**src/rtl/arb_pkg.sv**
```systemverilog
// Shared types and helpers for the round-robin arbiter family:
// requester count, select width, FSM encoding and index-to-one-hot.
package arb_pkg;

  localparam int NUM_REQ = 4;
  localparam int SEL_W   = 2;

  typedef enum logic [1:0] {
    IDLE    = 2'b00,
    GRANT   = 2'b01,
    RELEASE = 2'b10
  } arb_state_t;

  function automatic logic [NUM_REQ-1:0] idx_to_onehot(input logic [SEL_W-1:0] idx);
    logic [NUM_REQ-1:0] oh;
    oh      = '0;
    oh[idx] = 1'b1;
    return oh;
  endfunction

endpackage

```
**src/rtl/rr_pick.sv**
```systemverilog
// Combinational round-robin winner search: the first set request at or
// after ptr (wrapping mod 4) wins.
module rr_pick
  import arb_pkg::*;
(
  input  logic [NUM_REQ-1:0] req,
  input  logic [SEL_W-1:0]   ptr,
  output logic [SEL_W-1:0]   win_idx,
  output logic               any
);

  // rot[k] is the request that sits k places after the pointer
  logic [NUM_REQ-1:0] rot;
  logic [SEL_W-1:0]   off;

  genvar gi;
  generate
    for (gi = 0; gi < NUM_REQ; gi++) begin : g_rot
      logic [SEL_W-1:0] src;
      assign src     = ptr + SEL_W'(gi);
      assign rot[gi] = req[src];
    end
  endgenerate

  always_comb begin
    off = '0;
    if (rot[0])      off = 2'd0;
    else if (rot[1]) off = 2'd1;
    else if (rot[2]) off = 2'd2;
    else if (rot[3]) off = 2'd3;
  end

  assign win_idx = ptr + off;
  assign any     = |req;

endmodule

```
**src/rtl/mux_rr_arbiter.sv**
```systemverilog
// Round-robin arbiter/sequencer for the shared 4:1 datapath mux: grants one
// requester at a time, registers its beats onto y and bounds each grant's length.
module mux_rr_arbiter
  import arb_pkg::*;
#(
  parameter int DATA_W   = 32,
  parameter int MAX_HOLD = 16
) (
  input  logic               clk,
  input  logic               rst_n,
  input  logic [NUM_REQ-1:0] req,
  input  logic [NUM_REQ-1:0] last,
  input  logic [DATA_W-1:0]  data_a,
  input  logic [DATA_W-1:0]  data_b,
  input  logic [DATA_W-1:0]  data_c,
  input  logic [DATA_W-1:0]  data_d,
  output logic [NUM_REQ-1:0] gnt,
  output logic [SEL_W-1:0]   sel,
  output logic [DATA_W-1:0]  y,
  output logic               valid,
  output logic               busy
);

  localparam logic [7:0] HOLD_LIM = 8'(MAX_HOLD);

  arb_state_t         state_reg, state_next;
  logic [SEL_W-1:0]   ptr_reg, ptr_next;
  logic [SEL_W-1:0]   sel_reg, sel_next;
  logic [NUM_REQ-1:0] gnt_reg, gnt_next;
  logic [7:0]         hold_reg, hold_next;
  logic [DATA_W-1:0]  y_reg, y_next;
  logic               valid_reg, valid_next;

  logic [SEL_W-1:0]   win_idx;
  logic               win_any;
  logic [DATA_W-1:0]  sel_data;
  logic               owner_req;
  logic               owner_last;
  logic [7:0]         hold_inc;

  rr_pick u_pick (
    .req     (req),
    .ptr     (ptr_reg),
    .win_idx (win_idx),
    .any     (win_any)
  );

  always_comb begin
    case (sel_reg)
      2'd0:    sel_data = data_a;
      2'd1:    sel_data = data_b;
      2'd2:    sel_data = data_c;
      default: sel_data = data_d;
    endcase
  end

  // sel_reg doubles as the owner index; it only moves on IDLE->GRANT
  assign owner_req  = req[sel_reg];
  assign owner_last = last[sel_reg];
  assign hold_inc   = (hold_reg == 8'hFF) ? hold_reg : hold_reg + 8'd1;

  always_comb begin
    state_next = state_reg;
    ptr_next   = ptr_reg;
    sel_next   = sel_reg;
    gnt_next   = gnt_reg;
    hold_next  = hold_reg;
    y_next     = y_reg;
    valid_next = valid_reg;
    case (state_reg)
      IDLE: begin
        valid_next = 1'b0;
        if (win_any) begin
          sel_next   = win_idx;
          gnt_next   = idx_to_onehot(win_idx);
          hold_next  = 8'd0;
          state_next = GRANT;
        end
      end
      GRANT: begin
        if (owner_req) begin
          y_next     = sel_data;
          valid_next = 1'b1;
          hold_next  = hold_inc;
          if (owner_last || (hold_inc >= HOLD_LIM)) begin
            gnt_next   = '0;
            state_next = RELEASE;
          end
        end else begin
          valid_next = 1'b0;
          gnt_next   = '0;
          state_next = RELEASE;
        end
      end
      RELEASE: begin
        gnt_next   = '0;
        valid_next = 1'b0;
        ptr_next   = sel_reg + 2'd1;
        state_next = IDLE;
      end
      default: begin
        gnt_next   = '0;
        valid_next = 1'b0;
        state_next = IDLE;
      end
    endcase
  end

  always_ff @(posedge clk) begin
    if (!rst_n) begin
      state_reg <= IDLE;
      ptr_reg   <= '0;
      sel_reg   <= '0;
      gnt_reg   <= '0;
      hold_reg  <= '0;
      y_reg     <= '0;
      valid_reg <= 1'b0;
    end else begin
      state_reg <= state_next;
      ptr_reg   <= ptr_next;
      sel_reg   <= sel_next;
      gnt_reg   <= gnt_next;
      hold_reg  <= hold_next;
      y_reg     <= y_next;
      valid_reg <= valid_next;
    end
  end

  assign gnt   = gnt_reg;
  assign sel   = sel_reg;
  assign y     = y_reg;
  assign valid = valid_reg;
  assign busy  = (state_reg != IDLE);

endmodule

```
**config.mk**
```make
export PLATFORM = sky130hd
export DESIGN_NAME = mux_rr_arbiter
export DESIGN_NICKNAME = d
export VERILOG_FILES = /design/src/rtl/arb_pkg.sv /design/src/rtl/rr_pick.sv /design/src/rtl/mux_rr_arbiter.sv
export SDC_FILE = /design/constraint.sdc
export NUM_CORES = 1
export LEC_CHECK = 0
export ABC_CLOCK_PERIOD_IN_PS = 3700
export BUFFER_PORTS_ARGS = -buffer_cell sky130_fd_sc_hd__buf_2
export CORE_ASPECT_RATIO = 0.7
export CORE_MARGIN = 4
export CORE_UTILIZATION = 47
export CTS_BUF_LIST = sky130_fd_sc_hd__clkbuf_8 sky130_fd_sc_hd__clkbuf_16
export DETAILED_ROUTE_END_ITERATION = 6
export PLACE_DENSITY = 0.86
export SLEW_MARGIN = 20
export SYNTH_ARGS = -nofsm -noshare
export SYNTH_HDL_FRONTEND = slang
export SYNTH_HIERARCHICAL = 1
export SYNTH_SLANG_ARGS = --single-unit
```
**constraint.sdc**
```tcl
create_clock -name clk -period 3.7 [get_ports clk]
set_input_delay 0.37 -clock clk [delete_from_list [all_inputs] [get_ports clk]]
set_output_delay 0.37 -clock clk [all_outputs]
set_load 0.1 [all_outputs]
```
==> summary.txt <==
GRT
  – Vias in the first global route: roughly 3300
  – Top Usage Layer GRT: met2
  – Gr usage total: between 20% and 30%
  – First-pass GRT wire length: 15480 microns
  – Initial antenna violation count: 0
  – GRT met2 Usage: a little under half
  – Met1 GRT Util: about 33%
  – Largest net degree at the start of global routing: 65
  – Met3 Use GR: approximately 5.8%
  – GRT Residual Overflow: 0

Floorplanning
  – Die ar.: 7468 sq um
  – Core area: between 5000 and 6000 sq um
  – Starting Density: 49.33%
  – Row cnt: 23
  – Die X: ~100 microns
  – Boundary pin count: about 180
  – Die height: around 74 microns

Routing
  – Iteration-0 DRC Markers: 250
  – Drt total wl: 10050 microns
  – Drt pass-1 iters: 6
  – DRC viols: 0
  – Vias per cell: approximately 5.7
  – Post-route ant nets: 0
  – Routed WL per cell: 16.18 microns
  – Vias: 3563

Layout
  – Final #Nets: 690
  – Layout cells sized above 1: a little over a third
  – Final instance area: a little under 4000 sq um
  – Fillcell total: 521
  – Ant. Diodes: 0
  – Max reg flops: 32
  – Area Growth Syn to Fin: 35.35%

STA
  – Setup violators final: 0
  – Slew HR: 29.76%
  – Worst Clk Skew: 0.002364 ns
  – Pins over their slew limit: 0
  – Setup tns final: 0 ns
  – Post-layout min period: around 2.4 ns
  – Final critical-path share of the clock period: between 60% and 70%
  – Max frequency: approximately 410 MHz
  – RSZ-0062 raised after global routing: no
  – Hold Vio Cnt, Final: 0
  – Slew @ Worst Pin: around 1.1 ns

Clock tree
  – Max Root-Sink Buffers: 2
  – H-Tree Depth: 2
  – CTS Hold Buffers Added: 0
  – Post-CTS Setup Bufs: 0
  – Post-cts resize count: 0
  – Inserted Clock Buffers: 5
  – CTS root buf: clkbuf_8
  – CTS tree: done
  – CTS clk-pin slew, worst paths: approximately 0.090 ns
  – Sink Count: 51
  – Worst-Skew Late Latency: ~0.30 ns

Placement
  – Placed Area: around 3800 sq um
  – Post-DP HPWL: ~7400 microns
  – IO buf count: approximately 180
  – Routability cong.: 0.9402

Worst setup path
  – Setup CP Type: flop to flop
  – Worst EP arrival: between 2 and 3 ns
  – Crit-path max FO: 23
  – CP Launch Type: flop
  – Crit path required time: slightly below 4 ns
  – CP endpoint kind: flop

Status
  – Run status: complete, no violations

Power and ir drop
  – Leak Pwr: 0.001703 uW
  – Pwr dens: 444.2 nW/um^2
  – Peak supply drop: about 200 uV
  – Power Total: roughly 1700 uW

Synth
  – Seq/Total Area, Yosys: roughly 35%
  – Post-synth ARST share: 0%
  – Yosys Warn Count: 6
  – Ys flop type: dfxtp_1
  – Synth Area per Inst: approximately 7.4 sq um
  – Synth Instances: 389
  – Number of flops mapped to enable cells by yosys: 0
  – Synth cell types: 45
  – Yosys top cell by area: dfxtp_1
  – Synth top area cells: dfxtp_1 (35%), nand2_1 (15%), a222oi_1 (11%), a21oi_1 (7.8%), o21ai_0 (5.9%)
  – Mapped Area: 2882 sq um
  – Syn nets: 533
  – Share of the synthesized area in the top cell type: between 30 and 40%
  – Yosys reg bits: 51

Job
  – Max Cap Viol: 0

Worst hold path
  – Hold WC Path Type: input pin to flop
placed cells by master (no fill, tap or decap), types with 6 or more instances in the layout:
cell type  netlist  final
a21oi_1         45     45
a222oi_1        32     32
buf_2            3    177
dfxtp_1         51     51
inv_1            6      6
nand2_1        112    112
nand3_1          8      8
nor2_1          11     11
nor3_1           6      6
o21ai_0         34     34
Yosys cell counts (2+ instances only):
| master | count |
|---|---|
| nand2_1 | 112 |
| dfxtp_1 | 51 |
| a21oi_1 | 45 |
| o21ai_0 | 34 |
| a222oi_1 | 32 |
| clkbuf_1 | 27 |
| nor2_1 | 11 |
| nand3_1 | 8 |
| ha_1 | 6 |
| inv_1 | 6 |
| nor3_1 | 6 |
| mux2i_1 | 4 |
| buf_2 | 3 |
| o2bb2ai_1 | 3 |
| a311oi_1 | 2 |
| a31oi_1 | 2 |
| and3_1 | 2 |
| nor2b_1 | 2 |
| o21a_1 | 2 |
| o22ai_1 | 2 |
| o31ai_1 | 2 |
| or3_1 | 2 |
| or4_1 | 2 |
| xnor2_1 | 2 |
per-layer routing:
metal | vias to the layer above | part of all wire (%)
met5 | - | 0
met4 | 0 | 1.5
met3 | 13 | 8.9
met2 | 171 | 51
met1 | 1626 | 39
li1 | 1753 | -
worst max-delay path: stages (launching register included):
cell and delay, ns:
dfxtp_1 0.53, mux2i_1 0.43, o22a_1 0.75, buf_4 0.35
o21ai_0 0.12, a21oi_1 0.16
worst paths after layout:
kind              slack, ns                 from  cells after the start                        to
setup / recovery       1.28  sel[1]$_SDFFE_PN0P_                      5  hold_reg[1]$_SDFFE_PN0P_
hold / removal         0.38                rst_n                      2  hold_reg[4]$_SDFFE_PN0P_
setup reg to reg       1.28  sel[1]$_SDFFE_PN0P_                      5  hold_reg[1]$_SDFFE_PN0P_
hold reg to reg        0.45   y[15]$_SDFFE_PN0P_                      2        y[15]$_SDFFE_PN0P_
cells by family after synthesis:
group,Yosys count,share of synthesized area (%)
AOI/OAI and AO/OA,132,30.70
xor gates and xnor gates,2,0.6080
adders and majority gates,6,2.605
buffers and inverters,37,4.950
DFF,51,35.43
muxes,6,2.692
and+or+nand+nor,155,23.01
cell type report:
type                       instances  area (sq um)  share of cell area [%]
multi-input combinational        301          1733                   44.43
sequential                        51          1021                   26.18
timing repair buffer             181         923.4                   23.68
tap                               75         93.84                   2.406
clock buffer                       5         68.82                   1.765
clock inverter                     2         37.54                  0.9625
inverter                           6         22.52                  0.5775
through the flow:
stage               hold slack (ns)  worst slack (ns)  instances  util [%]
CTS                          0.3781             1.289        620     66.42
global placement             0.4351             1.443        613     64.60
floorplan                    0.4578             1.299        389         -
global route                 0.3855             1.041        621     66.76
finish                       0.3784             1.281        621     66.76
detailed placement           0.4425             1.343        613     64.60
power by group:
part           internal (uW)  switching, uW
combinational            200            526
clock                    198            183
sequential               591           34.5
No activity file was read; power rests on OpenSTA's default activity.
